**src/rtl/seg_scan_ctrl_if.sv**
```systemverilog
// Value-source / display-side bundle for seg_scan_ctrl: load handshake plus the
// scan outputs feeding the segment lookup and the anode pins.
interface seg_scan_ctrl_if #(
  parameter int NUM_DIGITS = 4
);
  logic                    enable;
  logic                    load;
  logic [4*NUM_DIGITS-1:0] load_data;
  logic                    load_ready;
  logic [1:0]              ref_clk;
  logic [3:0]              digit_val;
  logic [NUM_DIGITS-1:0]   anodes_n;
  logic                    frame_done;

  modport master (
    output enable, load, load_data,
    input  load_ready, ref_clk, digit_val, anodes_n, frame_done
  );

  modport slave (
    input  enable, load, load_data,
    output load_ready, ref_clk, digit_val, anodes_n, frame_done
  );
endinterface

```
**src/rtl/seg_scan_ctrl.sv**
```systemverilog
// Multiplexed seven-segment scan controller with a frame-synchronous double buffer.
// Optional macro LEADING_ZERO_BLANK_EN keeps leading-zero digits dark.
module seg_scan_ctrl #(
  parameter int CLK_DIV      = 100000,
  parameter int BLANK_CYCLES = 1000,
  parameter int NUM_DIGITS   = 4
) (
  input logic           clk,
  input logic           rst,
  seg_scan_ctrl_if.slave bus
);

  localparam int PW = (CLK_DIV > 1) ? $clog2(CLK_DIV) : 1;
  localparam logic [PW-1:0]         SLOT_LAST  = PW'(CLK_DIV - 1);
  localparam logic [PW-1:0]         BLANK_LAST = PW'(BLANK_CYCLES - 1);
  localparam logic [1:0]            REF_LAST   = 2'(NUM_DIGITS - 1);
  localparam logic [NUM_DIGITS-1:0] DARK       = '1;

  typedef enum logic [1:0] {
    IDLE  = 2'd0,
    BLANK = 2'd1,
    SHOW  = 2'd2
  } state_t;

  state_t                  r_state;
  logic [PW-1:0]           r_presc;
  logic [1:0]              r_ref_clk;
  logic [3:0]              r_digit_val;
  logic [NUM_DIGITS-1:0]   r_anodes_n;
  logic                    r_frame_done;
  logic                    r_load_ready;
  logic                    r_pending;
  logic [4*NUM_DIGITS-1:0] r_active;
  logic [4*NUM_DIGITS-1:0] r_shadow;

  logic [NUM_DIGITS-1:0]   w_lit;
  logic [NUM_DIGITS-1:0]   w_show_anodes_n;
  logic [1:0]              w_ref_inc;

  assign w_ref_inc = r_ref_clk + 2'd1;

  // Anode pattern loaded on BLANK->SHOW; the active register cannot change inside a slot.
  for (genvar gi = 0; gi < NUM_DIGITS; gi++) begin : g_digit
`ifdef LEADING_ZERO_BLANK_EN
    if (gi == 0) begin : g_first
      assign w_lit[gi] = 1'b1;
    end else begin : g_upper
      assign w_lit[gi] = |r_active[4*NUM_DIGITS-1:4*gi];
    end
`else
    assign w_lit[gi] = 1'b1;
`endif
    assign w_show_anodes_n[gi] = ~(w_lit[gi] && (r_ref_clk == 2'(gi)));
  end

  function automatic logic [3:0] nibble_at(input logic [4*NUM_DIGITS-1:0] v,
                                           input logic [1:0] k);
    logic [3:0] n;
    n = 4'd0;
    for (int i = 0; i < NUM_DIGITS; i++) begin
      if (k == 2'(i)) n = v[4*i +: 4];
    end
    return n;
  endfunction

  always_ff @(posedge clk or posedge rst) begin
    if (rst) begin
      r_state      <= IDLE;
      r_presc      <= '0;
      r_ref_clk    <= '0;
      r_digit_val  <= '0;
      r_anodes_n   <= DARK;
      r_frame_done <= 1'b0;
      r_load_ready <= 1'b1;
      r_pending    <= 1'b0;
      r_active     <= '0;
      r_shadow     <= '0;
    end else begin
      r_frame_done <= 1'b0;

      // load_ready trails pending by one cycle, so a commit edge never sees a transfer.
      if (bus.load && r_load_ready) begin
        r_shadow     <= bus.load_data;
        r_pending    <= 1'b1;
        r_load_ready <= 1'b0;
      end else begin
        r_load_ready <= ~r_pending;
      end

      case (r_state)
        IDLE: begin
          r_presc    <= '0;
          r_ref_clk  <= '0;
          r_anodes_n <= DARK;
          if (r_pending) begin
            r_active    <= r_shadow;
            r_pending   <= 1'b0;
            r_digit_val <= r_shadow[3:0];
          end else begin
            r_digit_val <= r_active[3:0];
          end
          if (bus.enable) r_state <= BLANK;
        end

        BLANK: begin
          if (!bus.enable) begin
            r_state     <= IDLE;
            r_presc     <= '0;
            r_ref_clk   <= '0;
            r_anodes_n  <= DARK;
            r_digit_val <= r_active[3:0];
          end else begin
            r_presc <= r_presc + PW'(1);
            if (r_presc == BLANK_LAST) begin
              r_state    <= SHOW;
              r_anodes_n <= w_show_anodes_n;
            end
          end
        end

        SHOW: begin
          if (!bus.enable) begin
            r_state     <= IDLE;
            r_presc     <= '0;
            r_ref_clk   <= '0;
            r_anodes_n  <= DARK;
            r_digit_val <= r_active[3:0];
          end else if (r_presc == SLOT_LAST) begin
            r_state    <= BLANK;
            r_presc    <= '0;
            r_anodes_n <= DARK;
            if (r_ref_clk == REF_LAST) begin
              // Frame boundary: the only place a running display swaps buffers.
              r_ref_clk    <= '0;
              r_frame_done <= 1'b1;
              if (r_pending) begin
                r_active    <= r_shadow;
                r_pending   <= 1'b0;
                r_digit_val <= r_shadow[3:0];
              end else begin
                r_digit_val <= r_active[3:0];
              end
            end else begin
              r_ref_clk   <= w_ref_inc;
              r_digit_val <= nibble_at(r_active, w_ref_inc);
            end
          end else begin
            r_presc <= r_presc + PW'(1);
          end
        end

        default: begin
          r_state    <= IDLE;
          r_presc    <= '0;
          r_ref_clk  <= '0;
          r_anodes_n <= DARK;
        end
      endcase
    end
  end

  assign bus.load_ready = r_load_ready;
  assign bus.ref_clk    = r_ref_clk;
  assign bus.digit_val  = r_digit_val;
  assign bus.anodes_n   = r_anodes_n;
  assign bus.frame_done = r_frame_done;

endmodule

```
**src/flat_wrapper.sv**
```systemverilog
// flat-port wrapper written by rule: the top's interface ports become plain ports
module seg_scan_ctrl_flat 
#(
  parameter int CLK_DIV      = 100000,
  parameter int BLANK_CYCLES = 1000,
  parameter int NUM_DIGITS   = 4
)
  (clk, rst, bus_enable, bus_load, bus_load_data, bus_load_ready, bus_ref_clk, bus_digit_val, bus_anodes_n, bus_frame_done);
  seg_scan_ctrl_if #(.NUM_DIGITS(NUM_DIGITS)) bus_i ();
  input logic clk;
  input logic rst;
  input wire logic [$bits(bus_i.enable)-1:0] bus_enable;
  input wire logic [$bits(bus_i.load)-1:0] bus_load;
  input wire logic [$bits(bus_i.load_data)-1:0] bus_load_data;
  output wire logic [$bits(bus_i.load_ready)-1:0] bus_load_ready;
  output wire logic [$bits(bus_i.ref_clk)-1:0] bus_ref_clk;
  output wire logic [$bits(bus_i.digit_val)-1:0] bus_digit_val;
  output wire logic [$bits(bus_i.anodes_n)-1:0] bus_anodes_n;
  output wire logic [$bits(bus_i.frame_done)-1:0] bus_frame_done;
  assign bus_i.enable = bus_enable;
  assign bus_i.load = bus_load;
  assign bus_i.load_data = bus_load_data;
  assign bus_load_ready = bus_i.load_ready;
  assign bus_ref_clk = bus_i.ref_clk;
  assign bus_digit_val = bus_i.digit_val;
  assign bus_anodes_n = bus_i.anodes_n;
  assign bus_frame_done = bus_i.frame_done;
  seg_scan_ctrl #(.CLK_DIV(CLK_DIV), .BLANK_CYCLES(BLANK_CYCLES), .NUM_DIGITS(NUM_DIGITS)) u_core (.clk(clk), .rst(rst), .bus(bus_i));
endmodule
```
**config.mk**
```make
export PLATFORM = sky130hd
export DESIGN_NAME = seg_scan_ctrl_flat
export DESIGN_NICKNAME = d
export VERILOG_FILES = /design/src/rtl/seg_scan_ctrl_if.sv /design/src/rtl/seg_scan_ctrl.sv /design/src/flat_wrapper.sv
export SDC_FILE = /design/constraint.sdc
export NUM_CORES = 1
export LEC_CHECK = 0
export ABC_AREA = 1
export CORE_MARGIN = 8
export CORE_UTILIZATION = 57
export CTS_CLUSTER_SIZE = 8
export DETAILED_ROUTE_END_ITERATION = 12
export GPL_TIMING_DRIVEN = 0
export PLACE_DENSITY = 0.86
export SLEW_MARGIN = 20
export SYNTH_ARGS = -nofsm -noshare
export SYNTH_HDL_FRONTEND = slang
export SYNTH_SLANG_ARGS = --single-unit
```
**constraint.sdc**
```tcl
create_clock -name clk -period 2.5 [get_ports clk]
set_input_delay 0.375 -clock clk [delete_from_list [all_inputs] [get_ports clk]]
set_output_delay 0.375 -clock clk [all_outputs]
set_load 0.01 [all_outputs]
```
==> impl_metrics.py <==
metrics = {
    "yosys": {
        "ys_top_cells_by_count": "nand2_1 (99), dfrtp_1 (59), inv_1 (48)",
        "yosys_warnings": 0,
        "synth_area_per_cell_um2": 8.35,
        "synth.top_cells.by_area": "dfrtp_1 (43%), nand2_1 (11%), inv_1 (5.2%)",
        "synth_sequential_area_ratio": 0.463,
        "async_flop_share": 1.00,
        "synth_top_area_cell": "dfrtp_1",
        "synth.distinct_cells": 28,
        "ys.flop_type": "dfrtp_1",
        "synth-seq-cells": 64,
        "synthCells": 416,
        "synth-edff-count": 0,
        "netlist_area_um2": 3470,
        "synth_top_area_frac": 0.425,
        "synth_most_common_cell": "nand2_1",
        "synth_nets": 449,
    },
    "clocking": {
        "postCtsHoldBufs": 0,
        "clockRootBuffer": "clkbuf_8",
        "cts_setup_buffers": 0,
        "cts_tree": "yes",
        "worstSkewPairLatency_ps": 350,
        "cts_resized": 0,
        "clkTransAtPathRegs_ps": 60,
        "htree_num_levels": 3,
        "cts_inserted_buffers": 9,
        "clock_sinks": 64,
        "clockBufferDepth": 2,
    },
    "min_path": {
        "hp-class": "input pin to asynchronous set/reset pin",
    },
    "final_layout": {
        "postLayoutCellArea_um2": 4100,
        "fin_cells": 539,
        "area_growth_pct": 18.0,
        "fin_util": 0.692,
        "drive_gt1_frac": 0.192,
        "antenna_cells": 0,
        "nets": 492,
    },
    "pwr": {
        "finalPower_mw": 4.26,
        "p_leak_nw": 1.94,
        "ir_drop_mv": 0.634,
        "power.density_nw_per_um2": 1040,
    },
    "critical_path": {
        "cp.arrival_ps": 1450,
        "critical_path_buf_inv_count": 1,
        "cp.required_ps": 2120,
        "path_class": "register to output port",
        "critical_path.max_stage_delay_ps": 600,
        "critical_path.endpoint_type": "output port",
        "r2r_setup_slack_ps": 690,
        "timing.rr.end": "u_core.r_active[8]",
        "cp_top_family": "buffers and inverters",
        "r2r_start": "u_core.bus.ref_clk[0]",
        "reg2reg_depth": 7,
        "path_depth": 1,
        "worstPathMaxFanout": 7,
        "cpMaxStageDelayCell": "clkdlybuf4s50_1",
        "start_kind": "register",
        "crit_chain": "clkdlybuf4s50_1",
    },
    "detailed_routing": {
        "drt_iter0_drc": 101,
        "routed_via_density": 5.09,
        "vias": 2745,
        "route.detailed.wl_per_inst_um": 13.1,
        "drc_errors": 0,
        "postRouteAntennaNets": 0,
        "wirelength_mm": 7.06,
        "first_pass_iters": 4,
    },
    "timing": {
        "fmax_ghz": 0.549,
        "maxSlewHeadroom": 0.716,
        "hold_slack_ps": 385,
        "setup_ws_ps": 679,
        "rsz0062_at_grt": "no",
        "slew_viol_final": 0,
        "worstMarginPinSlew_ps": 425,
        "finalSetupTns_ps": 0,
        "hold_viol": 0,
        "finClkSkew_ps": 8.44,
        "post-route-period-util": 0.729,
        "setup_violations": 0,
        "min_period_ps": 1820,
    },
    "floorplanning": {
        "die_w_um": 94.1,
        "die_area_um2": 8850,
        "fp.dieH_um": 94.1,
        "fp-row-count": 28,
        "num_io_pins": 32,
        "coreArea_um2": 5920,
        "start_util": 0.587,
    },
    "global_routing": {
        "met2_usage": 0.288,
        "grt_pass1_wl_mm": 12.3,
        "grt_pass1_vias": 2733,
        "grt_usage": 0.177,
        "grt_max_degree": 34,
        "use_met3": 0.0328,
        "grt_remaining_overflow": 0,
        "globalRouteMet1Util": 0.216,
        "grt_antenna_before_repair": 0,
        "busiest_layer": "met2",
    },
    "placed_design": {
        "place_ws_ps": 541,
        "place_inst": 523,
        "portBuffers": 31,
        "gp_congestion": 0.868,
        "dpl-instance-area_um2": 3900,
        "dpl.hpwl_mm": 5.13,
    },
    "status": {
        "status": "completed",
    },
    "run": {
        "max_cap_viol_count": 0,
    },
}
kinds of logic after synthesis:
kind of cell / after synthesis / synth area share
flops: 64 / 0.463
xor+xnor: 8 / 0.0202
compound gates: 70 / 0.119
fa+ha+maj: 13 / 0.0468
buf+inv: 62 / 0.0756
simple gates: 199 / 0.275
how the worst max path moves through the flow:
stage,from,to,slack [ps]
floorplan,rst,u_core.bus.digit_val[0],540
global placement,rst,u_core.bus.digit_val[3],-470
detailed placement,bus_enable,u_core.r_active[3],540
CTS,u_core.bus.ref_clk[0],bus_ref_clk[0],670
global route,u_core.r_state[0],u_core.bus.digit_val[3],480
finish,u_core.bus.ref_clk[0],bus_ref_clk[0],680
worst register-to-register path, delay by kind of cell, from the launching register on:
kind | cells | cell delay [ps]
adders and majority gates | 1 | 370
AOI/OAI and AO/OA | 2 | 320
and+or+nand+nor | 2 | 230
DFF | 1 | 510
buffers and inverters | 2 | 280
area by class of cell:
type / instances / area, um^2
Tap cell: 75 / 93.8
Timing Repair Buffer: 32 / 330
Buffer: 10 / 67.6
Fill cell: 466 / 1820
Sequential cell: 64 / 1610
Inverter: 52 / 198
Clock buffer: 13 / 159
Clock inverter: 3 / 40.0
Multi-Input combinational cell: 290 / 1600
sequential cells by signal, indices dropped and copies added (netlist names):
register and cells:
u_core.bus.digit_val 4, u_core.r_presc 17, u_core.r_state 2, u_core.r_pending 1, u_core.bus.frame_done 1, u_core.r_shadow 16, u_core.bus.anodes_n 4, u_core.bus.ref_clk 2
u_core.bus.load_ready 1, u_core.r_active 16
report_power, final:
group,switching (mW),internal (mW)
registers,0.197,1.41
clock network,0.386,0.512
logic,1.05,0.710
total,1.63,2.63
layout by cell type, fill, tap and decap left out, types with 3 or more instances in the layout:
cell type        instances
a21oi_1                 21
buf_6                    4
clkbuf_1                 7
clkbuf_8                11
clkdlybuf4s50_1         31
dfrtp_1                 59
dfstp_2                  5
ha_1                    13
inv_1                   47
inv_2                    4
nand2_1                 99
nand2_2                 17
nand2_4                  5
nand3_1                 15
nand4_1                  6
nor2_1                  33
nor2_2                  14
o21ai_0                 26
o21ai_1                  5
o21ai_2                 16
or2_2                    4
xnor2_1                  3
xor2_1                   5
routing by layer:
| metal | vias to the layer above | wire, um |
|---|---|---|
| li1 | 1402 | - |
| met1 | 1266 | 3160 |
| met2 | 53 | 3440 |
| met5 | - | 0 |
| met3 | 24 | 236 |
| met4 | 0 | 223 |
Power figures use the tool's default switching activity.
==> RTL edit: new RTL, same flow settings <==
The option `LEADING_ZERO_BLANK_EN` is turned on by a define.
--- a/src/rtl/seg_scan_ctrl.sv
+++ b/src/rtl/seg_scan_ctrl.sv
@@ -1,4 +1,6 @@
 // Multiplexed seven-segment scan controller with a frame-synchronous double buffer.
 // Optional macro LEADING_ZERO_BLANK_EN keeps leading-zero digits dark.
+`define LEADING_ZERO_BLANK_EN
+
 module seg_scan_ctrl #(
   parameter int CLK_DIV      = 100000,
Function: same outputs for any inputs over 10 cycles, from zero or initial values and one cycle with rst high; that may be too few to reach the edited logic, so the function may still have changed.
==> RTL edit against the original RTL <==
Utilization grew 0.84 points; register-to-register slack lost 0.10 ns; routed wire length grew 7.7%; final cell count grew 8.9%; first-iteration DRC count grew 140%; setup slack lost 0.090 ns; synthesized area shrank 0.32%; sequential cell count is the same; power grew 1.6%; synthesized cell count grew 12%; critical path depth grew 8; final area grew 0.61%; non-clock buffer count is the same.
==> RTL edit: results (changes against the original RTL) <==
\begin{tabular}{lr}
\hline
Metric & Value \\
\hline
\multicolumn{2}{l}{\textbf{Cells and area}} \\
\quad Fraction of area in multi-input gates & 0.393 (was 0.391) \\
\quad Number of ordinary inverters in the final layout & 46 (was 52) \\
\quad Layout-stage area growth over the synthesis result & 19.1\% (was 18.0\%) \\
\quad Non-clock buffering overhead in the final layout & 0.0944 (was 0.0971) \\
\quad Layout net count & 540 (was 492) \\
\quad Share of post-route cells with drive strength above 1 & 0.0801 (was 0.192) \\
\quad Multi-input combinational gate total & 344 (was 290) \\
\quad Clock buf/inv share & 0.0570 (was 0.0485) \\
\multicolumn{2}{l}{\textbf{STA}} \\
\quad Setup clock skew after layout & 0.00556 ns (was 0.00844 ns) \\
\quad Clock period minus worst slack & 1.91 ns (was 1.82 ns) \\
\multicolumn{2}{l}{\textbf{GRT}} \\
\quad Pin count of the biggest net entering global routing & 41 (was 34) \\
\multicolumn{2}{l}{\textbf{Placement}} \\
\quad Pre-CTS WS & 0.597 ns (was 0.541 ns) \\
\quad RePlAce Congestion & 0.867 (was 0.868) \\
\quad DP Wirelength & 5520 um (was 5130 um) \\
\multicolumn{2}{l}{\textbf{Synth}} \\
\quad Leading post-synthesis cells by cell area & dfrtp\_1, nand2\_1, nor2\_1 (was dfrtp\_1, nand2\_1, inv\_1) \\
\quad Average instance area after synthesis & 7.46 um2 (was 8.35 um2) \\
\quad Top cells by instance count after synthesis & nand2\_1, dfrtp\_1, nor2\_1 (was nand2\_1, dfrtp\_1, inv\_1) \\
\quad Proportion of synthesized chip area in sequential cells & 0.464 (was 0.463) \\
\multicolumn{2}{l}{\textbf{Setup path}} \\
\quad Slowest CP cell & dfrtp\_1 (was clkdlybuf4s50\_1) \\
\quad Biggest fanout along the worst timing path & 10 (was 7) \\
\quad Critical path start-end classification & register to register (was register to output port) \\
\quad Setup slack of the worst register-to-register path & 0.59 ns (was 0.69 ns) \\
\quad CP endpoint & u\_core.r\_active[4] (was bus\_ref\_clk[0]) \\
\quad CP Data Arrival Time & 2.15 ns (was 1.45 ns) \\
\quad Critical path's top delay family & simple AND/OR/NAND/NOR gates (was buffers and inverters) \\
\quad FF-to-FF path depth & 9 (was 7) \\
\quad Crit Reg-Reg Startpoint & u\_core.bus.ref\_clk[1] (was u\_core.bus.ref\_clk[0]) \\
\multicolumn{2}{l}{\textbf{Pwr}} \\
\quad Peak supply drop & 0.630 mV (was 0.634 mV) \\
\quad Leakage & 2.04 nW (was 1.94 nW) \\
\multicolumn{2}{l}{\textbf{Detailed routing}} \\
\quad First-iteration detailed-routing DRC count & 241 (was 101) \\
\quad Post-detailed-route via-to-cell ratio & 5.33 (was 5.09) \\
\quad Number of iterations in the first detailed-routing pass & 6 (was 4) \\
\multicolumn{2}{l}{\textbf{Status}} \\
\quad Result of the run & completed (unchanged) \\
\hline
\end{tabular}
==> RTL edit: routing by layer <==
metal  wire (um)  part of all wire  up-vias
li1            -                 -     1551
met1        3470              0.46     1453
met2        3590              0.47      103
met3         385             0.051       21
met4         165             0.022        0
met5           0                 0        -
==> RTL edit: power by group through the flow <==
stage	clock network, mW	registers [mW]	logic, mW
after floorplan	0	1.63	1.12
after global placement	0	1.64	1.53
after detailed placement	0	1.65	1.60
after CTS	1.08	1.64	1.62
after global routing	1.13	1.69	1.85
final	1.08	1.64	1.61
==> RTL edit: kinds of logic after synthesis <==
group / Yosys count / share of synthesized area
AOI/OAI and AO/OA: 39 / 0.0564
xor gates and xnor gates: 3 / 0.00759
adders and majority gates: 13 / 0.0470
buffers and inverters: 56 / 0.0672
DFF: 64 / 0.464
and+or+nand+nor: 289 / 0.357
==> RTL edit: metrics by stage <==
stage,hold WS (ns),instances
after floorplan,0.430,464
after global placement,0.444,570
after detailed placement,0.459,571
after CTS,0.348,587
after global routing,0.371,587
final,0.338,587
